$ cat src/rtl/tx_commit_sequencer_if.sv
// Allocation, completion and drain signals between the DMA read engine (master)
// and tx_commit_sequencer (slave); rd_addr_in is already in the write clock domain.
interface tx_commit_sequencer_if #(
  parameter int ADDR_W = 10,
  parameter int LEN_W  = 6,
  parameter int TAG_W  = 3
);
  logic [ADDR_W-1:0] rd_addr_in;
  logic              alloc_req;
  logic [LEN_W-1:0]  alloc_len;
  logic              alloc_gnt;
  logic [TAG_W-1:0]  alloc_tag;
  logic [ADDR_W-1:0] alloc_addr;
  logic              cpl_valid;
  logic [TAG_W-1:0]  cpl_tag;
  logic              drain_req;
  logic              drain_done;
  logic [TAG_W:0]    outstanding;
  logic [ADDR_W-1:0] commited_wr_addr;
  logic              err_cpl;
  logic              err_len;

  modport master (
    output rd_addr_in, alloc_req, alloc_len, cpl_valid, cpl_tag, drain_req,
    input  alloc_gnt, alloc_tag, alloc_addr, drain_done, outstanding,
           commited_wr_addr, err_cpl, err_len
  );

  modport slave (
    input  rd_addr_in, alloc_req, alloc_len, cpl_valid, cpl_tag, drain_req,
    output alloc_gnt, alloc_tag, alloc_addr, drain_done, outstanding,
           commited_wr_addr, err_cpl, err_len
  );
endinterface

$ cat src/rtl/tx_commit_sequencer.sv
// Hands out tagged TX-buffer regions, collects out-of-order completions and retires them in order.
// Grant is combinational; commit moves one edge after the oldest slot is done; refused requests must hold.
module tx_commit_sequencer #(
  parameter int ADDR_W = 10,
  parameter int LEN_W  = 6,
  parameter int TAG_W  = 3
) (
  input  logic                  clk,
  input  logic                  reset_n,
  tx_commit_sequencer_if.slave  bus
);
  localparam int DEPTH = 1 << TAG_W;

  typedef enum logic {S_RUN, S_DRAIN} state_e;

  state_e            state_q;
  logic              drain_done_q;
  logic [TAG_W-1:0]  wr_ptr_q, wr_ptr_d;
  logic [TAG_W-1:0]  rd_ptr_q, rd_ptr_d;
  logic [ADDR_W-1:0] next_addr_q, next_addr_d;
  logic [ADDR_W-1:0] commit_q, commit_d;
  logic [TAG_W:0]    outstanding_q, outstanding_d;
  logic [DEPTH-1:0]  valid_q, valid_d;
  logic [DEPTH-1:0]  done_q, done_d;
  logic [ADDR_W-1:0] end_q [DEPTH];
  logic [ADDR_W-1:0] end_d [DEPTH];
  logic              err_cpl_q, err_cpl_d;
  logic              err_len_q, err_len_d;

  logic [ADDR_W-1:0] free;
  logic [ADDR_W-1:0] len_ext;
  logic              room;
  logic              gnt;
  logic              retire;
  logic              cpl_ok;

  // One location is kept empty so that next_addr == rd_addr_in always means empty.
  assign len_ext = ADDR_W'(bus.alloc_len);
  assign free    = bus.rd_addr_in - next_addr_q - ADDR_W'(1);
  // outstanding never exceeds DEPTH, so its MSB alone flags a full table.
  assign room    = ~outstanding_q[TAG_W];
  assign gnt     = bus.alloc_req & (state_q == S_RUN) & (bus.alloc_len != '0) & room
                   & (free >= len_ext);
  assign retire  = valid_q[rd_ptr_q] & done_q[rd_ptr_q];
  assign cpl_ok  = valid_q[bus.cpl_tag] & ~done_q[bus.cpl_tag];

  always_comb begin
    wr_ptr_d      = wr_ptr_q;
    rd_ptr_d      = rd_ptr_q;
    next_addr_d   = next_addr_q;
    commit_d      = commit_q;
    valid_d       = valid_q;
    done_d        = done_q;
    end_d         = end_q;
    outstanding_d = outstanding_q;
    err_cpl_d     = bus.cpl_valid & ~cpl_ok;
    err_len_d     = bus.alloc_req & (bus.alloc_len == '0);

    if (retire) begin
      valid_d[rd_ptr_q] = 1'b0;
      done_d[rd_ptr_q]  = 1'b0;
      commit_d          = end_q[rd_ptr_q];
      rd_ptr_d          = rd_ptr_q + 1'b1;
    end

    if (bus.cpl_valid && cpl_ok) begin
      done_d[bus.cpl_tag] = 1'b1;
    end

    // A grant can never target rd_ptr while that slot is live: the table would be full.
    if (gnt) begin
      valid_d[wr_ptr_q] = 1'b1;
      done_d[wr_ptr_q]  = 1'b0;
      end_d[wr_ptr_q]   = next_addr_q + len_ext;
      next_addr_d       = next_addr_q + len_ext;
      wr_ptr_d          = wr_ptr_q + 1'b1;
    end

    case ({gnt, retire})
      2'b10:   outstanding_d = outstanding_q + 1'b1;
      2'b01:   outstanding_d = outstanding_q - 1'b1;
      default: outstanding_d = outstanding_q;
    endcase
  end

  always_ff @(posedge clk or negedge reset_n) begin
    if (!reset_n) begin
      wr_ptr_q      <= '0;
      rd_ptr_q      <= '0;
      next_addr_q   <= '0;
      commit_q      <= '0;
      valid_q       <= '0;
      done_q        <= '0;
      outstanding_q <= '0;
      err_cpl_q     <= 1'b0;
      err_len_q     <= 1'b0;
      for (int i = 0; i < DEPTH; i++) end_q[i] <= '0;
    end else begin
      wr_ptr_q      <= wr_ptr_d;
      rd_ptr_q      <= rd_ptr_d;
      next_addr_q   <= next_addr_d;
      commit_q      <= commit_d;
      valid_q       <= valid_d;
      done_q        <= done_d;
      outstanding_q <= outstanding_d;
      err_cpl_q     <= err_cpl_d;
      err_len_q     <= err_len_d;
      for (int i = 0; i < DEPTH; i++) end_q[i] <= end_d[i];
    end
  end

  // drain_done tracks the post-edge count so it rises on the same edge the last slot retires.
  always_ff @(posedge clk or negedge reset_n) begin
    if (!reset_n) begin
      state_q      <= S_RUN;
      drain_done_q <= 1'b0;
    end else begin
      case (state_q)
        S_RUN: begin
          if (bus.drain_req) begin
            state_q      <= S_DRAIN;
            drain_done_q <= (outstanding_d == '0);
          end else begin
            drain_done_q <= 1'b0;
          end
        end
        S_DRAIN: begin
          if (!bus.drain_req) begin
            state_q      <= S_RUN;
            drain_done_q <= 1'b0;
          end else begin
            drain_done_q <= (outstanding_d == '0);
          end
        end
        default: begin
          state_q      <= S_RUN;
          drain_done_q <= 1'b0;
        end
      endcase
    end
  end

  assign bus.alloc_gnt        = gnt;
  assign bus.alloc_tag        = wr_ptr_q;
  assign bus.alloc_addr       = next_addr_q;
  assign bus.drain_done       = drain_done_q;
  assign bus.outstanding      = outstanding_q;
  assign bus.commited_wr_addr = commit_q;
  assign bus.err_cpl          = err_cpl_q;
  assign bus.err_len          = err_len_q;
endmodule

$ cat src/flat_wrapper.sv
// flat-port wrapper written by rule: the top's interface ports become plain ports
module tx_commit_sequencer_flat 
#(
  parameter int ADDR_W = 10,
  parameter int LEN_W  = 6,
  parameter int TAG_W  = 3
)
  (clk, reset_n, bus_rd_addr_in, bus_alloc_req, bus_alloc_len, bus_cpl_valid, bus_cpl_tag, bus_drain_req, bus_alloc_gnt, bus_alloc_tag, bus_alloc_addr, bus_drain_done, bus_outstanding, bus_commited_wr_addr, bus_err_cpl, bus_err_len);
  tx_commit_sequencer_if #(.ADDR_W(ADDR_W), .LEN_W(LEN_W), .TAG_W(TAG_W)) bus_i ();
  input  logic clk;
  input  logic reset_n;
  input wire logic [$bits(bus_i.rd_addr_in)-1:0] bus_rd_addr_in;
  input wire logic [$bits(bus_i.alloc_req)-1:0] bus_alloc_req;
  input wire logic [$bits(bus_i.alloc_len)-1:0] bus_alloc_len;
  input wire logic [$bits(bus_i.cpl_valid)-1:0] bus_cpl_valid;
  input wire logic [$bits(bus_i.cpl_tag)-1:0] bus_cpl_tag;
  input wire logic [$bits(bus_i.drain_req)-1:0] bus_drain_req;
  output wire logic [$bits(bus_i.alloc_gnt)-1:0] bus_alloc_gnt;
  output wire logic [$bits(bus_i.alloc_tag)-1:0] bus_alloc_tag;
  output wire logic [$bits(bus_i.alloc_addr)-1:0] bus_alloc_addr;
  output wire logic [$bits(bus_i.drain_done)-1:0] bus_drain_done;
  output wire logic [$bits(bus_i.outstanding)-1:0] bus_outstanding;
  output wire logic [$bits(bus_i.commited_wr_addr)-1:0] bus_commited_wr_addr;
  output wire logic [$bits(bus_i.err_cpl)-1:0] bus_err_cpl;
  output wire logic [$bits(bus_i.err_len)-1:0] bus_err_len;
  assign bus_i.rd_addr_in = bus_rd_addr_in;
  assign bus_i.alloc_req = bus_alloc_req;
  assign bus_i.alloc_len = bus_alloc_len;
  assign bus_i.cpl_valid = bus_cpl_valid;
  assign bus_i.cpl_tag = bus_cpl_tag;
  assign bus_i.drain_req = bus_drain_req;
  assign bus_alloc_gnt = bus_i.alloc_gnt;
  assign bus_alloc_tag = bus_i.alloc_tag;
  assign bus_alloc_addr = bus_i.alloc_addr;
  assign bus_drain_done = bus_i.drain_done;
  assign bus_outstanding = bus_i.outstanding;
  assign bus_commited_wr_addr = bus_i.commited_wr_addr;
  assign bus_err_cpl = bus_i.err_cpl;
  assign bus_err_len = bus_i.err_len;
  tx_commit_sequencer #(.ADDR_W(ADDR_W), .LEN_W(LEN_W), .TAG_W(TAG_W)) u_core (.clk(clk), .reset_n(reset_n), .bus(bus_i));
endmodule
$ cat config.mk
export PLATFORM = sky130hd
export DESIGN_NAME = tx_commit_sequencer_flat
export DESIGN_NICKNAME = d
export VERILOG_FILES = /design/src/rtl/tx_commit_sequencer_if.sv /design/src/rtl/tx_commit_sequencer.sv /design/src/flat_wrapper.sv
export SDC_FILE = /design/constraint.sdc
export NUM_CORES = 1
export LEC_CHECK = 0
export BUFFER_PORTS_ARGS = -buffer_cell sky130_fd_sc_hd__buf_2
export CORE_MARGIN = 2
export CORE_UTILIZATION = 29
export CTS_BUF_LIST = sky130_fd_sc_hd__clkbuf_16
export DETAILED_ROUTE_END_ITERATION = 8
export PLACE_DENSITY = 0.52
export SLEW_MARGIN = 15
export SYNTH_ARGS = -nofsm -noshare
export SYNTH_HDL_FRONTEND = slang
export SYNTH_SLANG_ARGS = --single-unit
$ cat constraint.sdc
create_clock -name clk -period 5 [get_ports clk]
set_input_delay 0.75 -clock clk [delete_from_list [all_inputs] [get_ports clk]]
set_output_delay 0.75 -clock clk [all_outputs]
set_load 0.1 [all_outputs]
## Word level (Yosys, flattened, before mapping)

Index checks and enable logic that the tools add are counted.

| cells by class | value |
|---|---|
| $add $sub $neg | 7 |
| $mul | 0 |
| div/mod/pow operators | 0 |
| order comparisons | 10 |
| equal/unequal tests | 2 |
| shift-type cells | 0 |
| muxes and demuxes | 28 |
| bitwise logic cells | 21 |
| reduce and logical (&&, ||, !) cells | 8 |

Operator list:

| kind | number |
|---|---|
| bitwise mux 80 bit | 1 |
| 2-to-1 mux 8 bit | 5 |
| binary-select mux 10 bit (select 3 bit) | 1 |
| demux 10 bit (select 3 bit) | 1 |
| 2-to-1 mux 10 bit | 3 |
| bitwise AND 8 bit | 3 |
| inverter 8 bit | 2 |
| bitwise OR 8 bit | 2 |
| binary-select mux 1 bit (select 3 bit) | 4 |
| < comparator 3 x 4 -> 1 bit, second input constant | 3 |
| adder 10 x 6 -> 10 bit | 1 |
| >= comparator 10 x 6 -> 1 bit | 1 |
| subtractor 10 x 1 -> 10 bit, second input constant | 1 |
| subtractor 10 bit | 1 |
| demux 1 bit (select 3 bit) | 3 |
| >= comparator 3 x 1 -> 1 bit, second input constant | 3 |
| 2-to-1 mux 1 bit | 9 |
| bitwise AND 1 bit | 8 |
| >= comparator 4 bit, second input constant | 2 |
| inverter 3 -> 4 bit | 2 |
| case mux 4 bit (2 select lines) | 1 |
| adder 3 x 1 -> 3 bit, second input constant | 2 |
| logical NOT 6 bit | 1 |
| nonzero test 6 bit | 1 |
| other kinds (8) | 15 |

| storage, ports and cells | value |
|---|---|
| register bits after elaboration | 130 |
| latch bits | 0 |
| memory bits (writable) | 0 |
| bits in read-only memories | 0 |
| bits of input ports | 24 |
| output and inout port bits | 31 |
| logic and storage cells | 95 |
| memories | 0 |

## Longest topological paths before layout

Gate-level depths: netlist of the first run.

| logic depth | value |
|---|---|
| word-level depth | 11 |
| depth in mapped cells | 23 |
| mapped depth without buffers | 21 |

## Worst setup path after synthesis of the first run

No wires, ideal clock.

| timing path | value |
|---|---|
| path kind | reg-to-reg |
| start | register u_core.next_addr_q[1], in the netlist u_core.bus.alloc_addr[1] |
| end | register u_core.drain_done_q, in the netlist u_core.bus.drain_done |
| setup time | 101 ps |
| arrival time | 4904 ps |
| required time | 4899 ps |
| slack | -5 ps |
| stages on the path, launching flop included | 18 |
| path buffers | 2 |
| clock period less this slack | 5005 ps |
| cell sequence | dfrtp_1 -> inv_1 -> ha_1 -> a21o_1 -> and4_4 -> nor2_1 -> xnor2_1 -> ha_1 -> a221oi_1 -> o2111ai_1 -> o31ai_2 -> buf_6 -> buf_4 -> ha_1 -> or4b_2 -> a21oi_1 -> xor2_1 -> nor4_1 |

| on the way | value |
|---|---|
| longest elaborated chain between the ends | 8 |
| elaborated cells between the ends (all ways) | 9 |
| those cells by class | add/sub (2); order compare (1); eq/ne (2); mux (2); bitwise (1); reduce/logical (1) |

RTL lines:

| item | RTL line | text |
|---|---|---|
| start: declaration | tx_commit_sequencer.sv:20 | `logic [ADDR_W-1:0] next_addr_q, next_addr_d;` |
| start signal: assignment | tx_commit_sequencer.sv:101 | `next_addr_q <= next_addr_d;` |
| subtractor 10 bit (*) | tx_commit_sequencer.sv:39 | `assign free = bus.rd_addr_in - next_addr_q - ADDR_W'(1);` |
| subtractor 10 x 1 -> 10 bit (*) | tx_commit_sequencer.sv:39 |  |
| >= comparator 10 x 6 -> 1 bit (*) | tx_commit_sequencer.sv:43 | `& (free >= len_ext);` |
| bitwise AND 1 bit (*) | tx_commit_sequencer.sv:43 |  |
| equality test 2 x 1 -> 1 bit or equality test 2 bit (tied branches) | tx_commit_sequencer.sv:79 | `case ({gnt, retire})` |
| case mux 4 bit (2 select lines) (*) | tx_commit_sequencer.sv:79 |  |
| via u_core.outstanding_d[3] | tx_commit_sequencer.sv:22 | `logic [TAG_W:0] outstanding_q, outstanding_d;` |
| logical NOT 4 bit (*) | tx_commit_sequencer.sv:122, tx_commit_sequencer.sv:132 |  |
| 2-to-1 mux 1 bit (*) | tx_commit_sequencer.sv:120, tx_commit_sequencer.sv:128 |  |
| end signal: assignment | tx_commit_sequencer.sv:122 | `drain_done_q <= (outstanding_d == '0);` |
| end signal: assignment | tx_commit_sequencer.sv:132 | `drain_done_q <= (outstanding_d == '0);` |
| end: declaration | tx_commit_sequencer.sv:17 | `logic drain_done_q;` |

The timed path passes the listed nets; every way through them passes the cells marked *.
A chain may end at the register's enable or synchronous reset.

## Worst setup path after layout of the first run

| timing path | value |
|---|---|
| start | register u_core.next_addr_q[0], in the netlist u_core.bus.alloc_addr[0] |
| end | output port bus_alloc_gnt |

| on the way | value |
|---|---|
| longest elaborated chain between the ends | 4 |

RTL lines:

| item | RTL line | text |
|---|---|---|
| subtractor 10 bit | tx_commit_sequencer.sv:39 |  |
| subtractor 10 x 1 -> 10 bit | tx_commit_sequencer.sv:39 |  |
| >= comparator 10 x 6 -> 1 bit | tx_commit_sequencer.sv:43 |  |
| bitwise AND 1 bit | tx_commit_sequencer.sv:43 |  |
| end: declaration | flat_wrapper.sv:18 | `output wire logic [$bits(bus_i.alloc_gnt)-1:0] bus_alloc_gnt;` |

Every way passes these cells.

==> flow_metrics.tcl, run 1 <==
set metrics [dict create \
    antenna_found_initial 0 \
    arrival_ns 3.97 \
    numCtsBuffers 17 \
    regToRegEndpoint "u_core.bus.drain_done" \
    setup.reg_to_reg.worst_slack_ns 0.52 \
    first_global_vias 4823 \
    final_cycle_share_pct 94.4 \
    synth_most_common_cell "sky130_fd_sc_hd__dfrtp_1" \
    htreeDepth 4 \
    mappedNetlistArea_mm2 0.00707 \
    r2r_start "u_core.bus.alloc_addr[0]" \
    critical_path_class "flop to output pin" \
    hold_violations 0 \
    timing.critical_path.slowest_cell_delay_ns 0.42 \
    ranking_of_synthesized_cells_by_area "sky130_fd_sc_hd__dfrtp_1 46%, sky130_fd_sc_hd__mux2_4 8.9%, sky130_fd_sc_hd__mux4_2 8.9%" \
    dominantRegCellSynth "sky130_fd_sc_hd__dfrtp_1" \
    cp.required_ns 4.25 \
    clock_tree_from_tritoncts "done" \
    global_route_wire_length_before_repair_um 27100 \
    critical_path.endpoint_type "output pin" \
    final_antenna_net_count 0 \
    final.setup_skew_ns 0.00986 \
    synthTopCellsByCount "130 x sky130_fd_sc_hd__dfrtp_1, 42 x sky130_fd_sc_hd__mux2_4, 41 x sky130_fd_sc_hd__mux2_2" \
    synthesis.yosys.warnings 0 \
    area_growth_pct 17.5 \
    slowest_stage_cell_on_the_critical_path "sky130_fd_sc_hd__dfrtp_1" \
    die_height_um 160 \
    finalCriticalPeriod_ns 4.72 \
    antennaDiodeCount 0 \
    timing.reg2reg.worst_path_depth 18 \
    share_of_async_settable_or_async_resettable_flops_after_synthesis_pct 100 \
    syn-num-nets 596 \
    setup_viol 0 \
    maxCapViolCount 0 \
    core_area_mm2 0.0241 \
    cell_rows 57 \
    crit_top_cell "sky130_fd_sc_hd__inv_1" \
    worst_setup_hold_path_clk_slew_ns 0.06 \
    setup.worst_path.end "bus_alloc_gnt" \
    cts.root.buffer_cell "sky130_fd_sc_hd__clkbuf_16" \
    floorplan.die_area_mm2 0.0256 \
    tritoncts_num_sinks 130 \
    layout.core_utilization_pct 34.4 \
    dominant_delay_contributor_by_cell_family_on_the_critical_path "compound AO/OA/AOI/OAI gates" \
    fp.dieW_um 160 \
    grt_setup_unrepaired "false" \
    gp_weighted_congestion 0.840 \
    min-delay-path-class "input port to asynchronous set/reset pin" \
    worst_setup_path_startpoint "u_core.bus.alloc_addr[0]" \
    max_transition_viols_final 0 \
    critical_path_cell_count 16 \
    post_cts_hold_buffer_count 0 \
    placement.io_buffers 54 \
    yosys.area.top_type "sky130_fd_sc_hd__dfrtp_1" \
    synth-seq-area-share_pct 46.0 \
    critical_path_peak_fanout 22 \
    initialDrtViolationCount 219 \
    post_synth_edffs 0 \
    clkLatencyLatePin_ns 0.42 \
    max-slew-margin-rel_pct 35.0 \
    netlist_instances 544 \
    design.portCount 55 \
    pin_count_of_the_biggest_net_entering_global_routing 50 \
    drt-pass1-iter-count 4 \
    vias_per_cell 4.78 \
    fmax_mhz 212 \
    ys_types 55 \
    track_usage_pct 13.6 \
    drc_errors_left 0 \
    register_bit_count_reported_by_yosys 130 \
    finalNetCount 656 \
    worst_setup_path_start_kind "flop" \
    clk_path_buf_depth 2 \
    worst-slew-pin-transition_ns 0.968 \
    count_of_vias_placed_by_the_detailed_router 4498 \
    initial_utilization_pct 29.3 \
    post-cts-setup-buffer-count 0 \
    synth_top_cell_area_share_pct 46.0 \
    place_hpwl_um 11300 \
    drive_above_1_share_pct 35.8 \
    fin_tns_setup_ns 0 \
    wl_per_cell_um 17.6 \
    outcome "finished clean" \
    timing.critical_path.buf_inv 5 \
    routed_wl_um 16600 \
    globalRouteOverflowTotal 0 \
    avgSynthCellArea_um2 13.0 \
    crit_chain "inv_1 > ha_1 > inv_1 > fa_1 > nand2b_1 > nand2b_1 > a21oi_1 > xnor2_1 > ha_1 > a21o_1 > a221oi_1 > o2111ai_1 > o31ai_4 > buf_8 > inv_1 > buf_2" \
]
## kinds of logic after synthesis
kind of cell | Yosys count | share of synthesized area, %
multiplexers | 130 | 27.1
buffers and inverters | 61 | 4.07
flip-flops | 130 | 46.0
AND/OR/NAND/NOR | 103 | 8.38
XOR/XNOR | 23 | 2.85
AO/OA/AOI/OAI | 69 | 6.41
adder cells (fa/ha/maj) | 28 | 5.17
## area by class of cell
class | count | area (µm²)
Fill cell | 2407 | 15800
Multi-Input combinational cell | 353 | 3530
Sequential cell | 130 | 3250
Clock buffer | 17 | 425
Tap cell | 324 | 405
Timing Repair Buffer | 65 | 363
Clock inverter | 15 | 181
Inverter | 37 | 139
## worst register-to-register path: cells and delay by family (launching register included)
kind / cells / cell delay, ns
AO/OA/AOI/OAI: 6 / 1.22
adder cells (fa/ha/maj): 4 / 1.19
AND/OR/NAND/NOR: 4 / 1.15
flip-flops: 1 / 0.42
XOR/XNOR: 2 / 0.25
buffers and inverters: 2 / 0.14
## worst min path at each step
stage / start / to / slack (ns) / cells after the start
finish: reset_n / u_core.bus.err_cpl / 0.33 / 1
CTS: reset_n / u_core.bus.err_cpl / 0.36 / 1
global route: reset_n / u_core.bus.err_cpl / 0.39 / 1
detailed placement: u_core.valid_q[2] / u_core.valid_q[2] / 0.49 / 2
global placement: u_core.end_q[43] / u_core.end_q[43] / 0.48 / 1
floorplan: reset_n / u_core.bus.alloc_addr[0] / 0.45 / 0
## layer usage
metal,part of all wire (%),wire length (µm),vias up,global-route usage (%)
li1,-,-,2079,-
met1,49,8180,2311,19.1
met2,46,7620,91,21.4
met3,3.3,548,17,2.65
met4,1.3,221,0,4.22
met5,0,0,-,0
## flip-flops by register name (all words and copies together), names as in the netlist
register / cells
u_core.bus.outstanding: 4
u_core.bus.alloc_tag: 3
u_core.rd_ptr_q: 3
u_core.bus.commited_wr_addr: 10
u_core.bus.drain_done: 1
u_core.done_q: 8
u_core.bus.err_cpl: 1
u_core.end_q: 80
u_core.bus.alloc_addr: 10
u_core.state_q: 1
u_core.bus.err_len: 1
u_core.valid_q: 8
## stage by stage
| stage | std cells | worst slack [ns] | area [µm²] | hold WS [ns] |
|---|---|---|---|---|
| after floorplan | 544 | 0.0223 | 7070 | 0.454 |
| after global placement | 909 | 0.372 | 7690 | 0.483 |
| after detailed placement | 909 | 0.230 | 7690 | 0.486 |
| after CTS | 941 | 0.104 | 8290 | 0.360 |
| after global routing | 941 | 0.0158 | 8300 | 0.392 |
| final | 941 | 0.282 | 8300 | 0.329 |
## cells in the final DEF, fill, tap and decap left out, types with 3 or more instances in the layout
master,netlist,layout
sky130_fd_sc_hd__dfrtp_1,130,129
sky130_fd_sc_hd__buf_2,2,53
sky130_fd_sc_hd__mux2_4,42,42
sky130_fd_sc_hd__mux2_2,41,41
sky130_fd_sc_hd__inv_1,37,37
sky130_fd_sc_hd__nand2_1,29,29
sky130_fd_sc_hd__mux4_2,28,28
sky130_fd_sc_hd__a21oi_1,26,26
sky130_fd_sc_hd__nor2_1,26,26
sky130_fd_sc_hd__ha_1,26,26
sky130_fd_sc_hd__mux2i_1,19,19
sky130_fd_sc_hd__clkbuf_16,0,17
sky130_fd_sc_hd__xnor2_1,16,16
sky130_fd_sc_hd__a21o_1,11,11
sky130_fd_sc_hd__buf_4,1,11
sky130_fd_sc_hd__nor2b_1,8,8
sky130_fd_sc_hd__o21ai_0,8,8
sky130_fd_sc_hd__xor2_1,7,7
sky130_fd_sc_hd__nand3_1,7,7
sky130_fd_sc_hd__nand2b_1,5,5
sky130_fd_sc_hd__and2_1,5,5
sky130_fd_sc_hd__a21boi_0,5,5
sky130_fd_sc_hd__nand4_1,3,3
sky130_fd_sc_hd__a211oi_1,3,3
sky130_fd_sc_hd__a22oi_1,3,3
sky130_fd_sc_hd__clkinvlp_4,0,3
sky130_fd_sc_hd__bufinv_16,0,3
sky130_fd_sc_hd__inv_6,0,3
## what timing repair did
| action | 4_1_cts | 5_1_grt |
|---|---|---|
| resized for setup | 0 | 2 |
| endpoints found under the setup margin | 0 | 1 |
| endpoints found under the hold margin | 0 | 0 |
Power of run 1 is not shown: default switching activity piles up to over one toggle a cycle in this logic, so the estimate is an artifact.
==> run 2: changes to the inputs <==
--- a/config.mk
+++ b/config.mk
@@ -7,10 +7,10 @@
 export LEC_CHECK = 0
 export BUFFER_PORTS_ARGS = -buffer_cell sky130_fd_sc_hd__buf_2
 export CORE_MARGIN = 2
-export CORE_UTILIZATION = 29
+export CORE_UTILIZATION = 40
 export CTS_BUF_LIST = sky130_fd_sc_hd__clkbuf_16
 export DETAILED_ROUTE_END_ITERATION = 8
-export PLACE_DENSITY = 0.52
+export PLACE_DENSITY = 0.65
 export SLEW_MARGIN = 15
 export SYNTH_ARGS = -nofsm -noshare
 export SYNTH_HDL_FRONTEND = slang
==> constraint.sdc (replaced) <==
create_clock -name clk -period 4.4 [get_ports clk]
set_input_delay 0.66 -clock clk [delete_from_list [all_inputs] [get_ports clk]]
set_output_delay 0.66 -clock clk [all_outputs]
set_load 0.1 [all_outputs]
==> run 2 against run 1 <==
  * Register-to-register slack got worse by 0.37 ns
  * Global-route usage increased by 4.7 points
  * Cell count decreased by 9.0%
  * Clock-buffer cell count unchanged
  * Worst hold slack got worse by 0.027 ns
  * Flip-flop and latch count unchanged
  * Clock skew increased by 0.0068 ns
  * Critical path type unchanged
  * Largest cell class unchanged
==> flow_metrics.tcl, run 2 (synthesized netlist as in run 1, its figures left out) <==
set metrics [dict create \
    routed_wl_um 16000 \
    worst_setup_path_start_kind "flop" \
    place_hpwl_um 10600 \
    placement.io_buffers 54 \
    numCtsBuffers 17 \
    n_fill_cell 1549 \
    worst-slew-pin-transition_ns 0.877 \
    critical_path.endpoint_type "output pin" \
    tritoncts_num_sinks 130 \
    drt-pass1-iter-count 4 \
    drive_above_1_share_pct 40.1 \
    final_antenna_net_count 0 \
    wl_per_cell_um 18.7 \
    pin_count_of_the_biggest_net_entering_global_routing 76 \
    cts.root.buffer_cell "sky130_fd_sc_hd__clkbuf_16" \
    htreeDepth 4 \
    max_ffs_per_register 80 \
    most_frequent_standard_cell_in_the_layout_excluding_fill_and_tap_cells "sky130_fd_sc_hd__dfrtp_1" \
    finalNetCount 670 \
    antennaDiodeCount 0 \
    timing.critical_path.slowest_cell_delay_ns 0.50 \
    core_area_mm2 0.0173 \
    gp_weighted_congestion 0.879 \
    final.setup_skew_ns 0.0167 \
    fp.dieW_um 137 \
    max-slew-margin-rel_pct 41.1 \
    design.portCount 55 \
    floorplan.die_area_mm2 0.0187 \
    maxCapViolCount 0 \
    slowest_stage_cell_on_the_critical_path "sky130_fd_sc_hd__dfrtp_4" \
    clkLatencyLatePin_ns 0.42 \
    outcome "finished clean" \
    first_global_vias 4752 \
    antenna_found_initial 0 \
    globalRouteOverflowTotal 0 \
    drc_errors_left 0 \
    initialDrtViolationCount 230 \
    largest_register "u_core.end_q" \
    setup.reg_to_reg.worst_slack_ns 0.15 \
    area_growth_pct 18.0 \
    track_usage_pct 18.3 \
    critical_path_class "flop to output pin" \
    arrival_ns 3.67 \
    clk_path_buf_depth 2 \
    max_transition_viols_final 0 \
    grt_setup_unrepaired "true" \
    worst_setup_hold_path_clk_slew_ns 0.06 \
    critical_path_peak_fanout 7 \
    final_cycle_share_pct 98.3 \
    cell_rows 48 \
    clock_tree_from_tritoncts "done" \
    crit_chain "inv_2 > ha_4 > inv_2 > fa_2 > nand2b_4 > nand2b_4 > a21oi_2 > xnor2_1 > ha_1 > a21o_1 > a221oi_2 > o2111ai_2 > o31ai_4 > buf_6 > clkinvlp_4 > buf_12" \
    count_of_vias_placed_by_the_detailed_router 4611 \
    fmax_mhz 231 \
    finalCriticalPeriod_ns 4.33 \
    global_route_wire_length_before_repair_um 26000 \
    min-delay-path-class "input port to asynchronous set/reset pin" \
    initial_utilization_pct 40.8 \
    vias_per_cell 5.39 \
    post_cts_hold_buffer_count 0 \
    detailed_place.area_mm2 0.00762 \
    hold_violations 0 \
    die_height_um 137 \
    postLayoutCellArea_mm2 0.00834 \
    most-common-layout-cells "125 x sky130_fd_sc_hd__dfrtp_1, 52 x sky130_fd_sc_hd__buf_2, 42 x sky130_fd_sc_hd__mux2_4" \
    setup_viol 0 \
    cp.required_ns 3.74 \
]
[run 2: changes by cell type in the layout (fill, tap and decap cells not counted), sizes merged]
cell,change
buf,+14
bufinv,-3
clkinvlp,+3
clkinv,-1
inv,+1
[run 2: final cells by class]
type,count,area (µm²),share of cell area (%)
multi-input cells,353,3620,43.4
clock buffers,17,425,5.10
well taps,225,282,3.38
repair buffers,79,495,5.94
inverters,37,143,1.71
flip-flops and latches,130,3260,39.2
clock inverters,15,110,1.32
[run 2: layer usage]
metal,part of all wire (%),GRT usage (%),vias up
li1,-,-,2102
met1,45,24.9,2381
met2,50,29.7,122
met3,4.8,4.37,6
met4,0.59,4.52,0
met5,0,0,-
[run 2: worst paths after layout]
check / startpoint / to / cells after the start
max: u_core.bus.alloc_addr[0] / bus_alloc_gnt / 16
min: reset_n / u_core.done_q[0] / 1
max reg2reg: u_core.bus.alloc_addr[0] / u_core.bus.drain_done / 20
min reg2reg: u_core.end_q[19] / u_core.end_q[19] / 1
max in group asynchronous: reset_n / u_core.end_q[25] / 2
min in group clk: bus_drain_req / u_core.state_q / 1
[run 2: metrics by stage]
stage	hold WS [ns]	setup slack, ns	cells	util, %	TNS [ns]
2_1_floorplan	0.364	-0.0299	544	-	-0.0299
3_3_place_gp	0.483	0.144	810	44.1	0
3_5_place_dp	0.488	0.0331	810	44.1	0
4_1_cts	0.325	0.0467	843	47.2	0
5_1_grt	0.356	-0.142	856	48.2	-0.230
6_report	0.301	0.0740	856	48.2	0
[run 2: what timing repair did]
| item | 4_1_cts | 5_1_grt |
|---|---|---|
| buffers inserted | 1 | 13 |
| pin swaps | 1 | 15 |
| setup endpoints to repair | 1 | 3 |
| gates resized for setup | 2 | 15 |
[run 2: critical path, delay by kind of cell (launching register included)]
kind / cells / cell delay (ns)
AOI/OAI and AO/OA: 5 / 1.00
xor gates and xnor gates: 1 / 0.18
adders and majority gates: 3 / 0.76
buffers and inverters: 5 / 0.58
DFF: 1 / 0.50
and+or+nand+nor: 2 / 0.24
Power of run 2 is left out for the same reason.
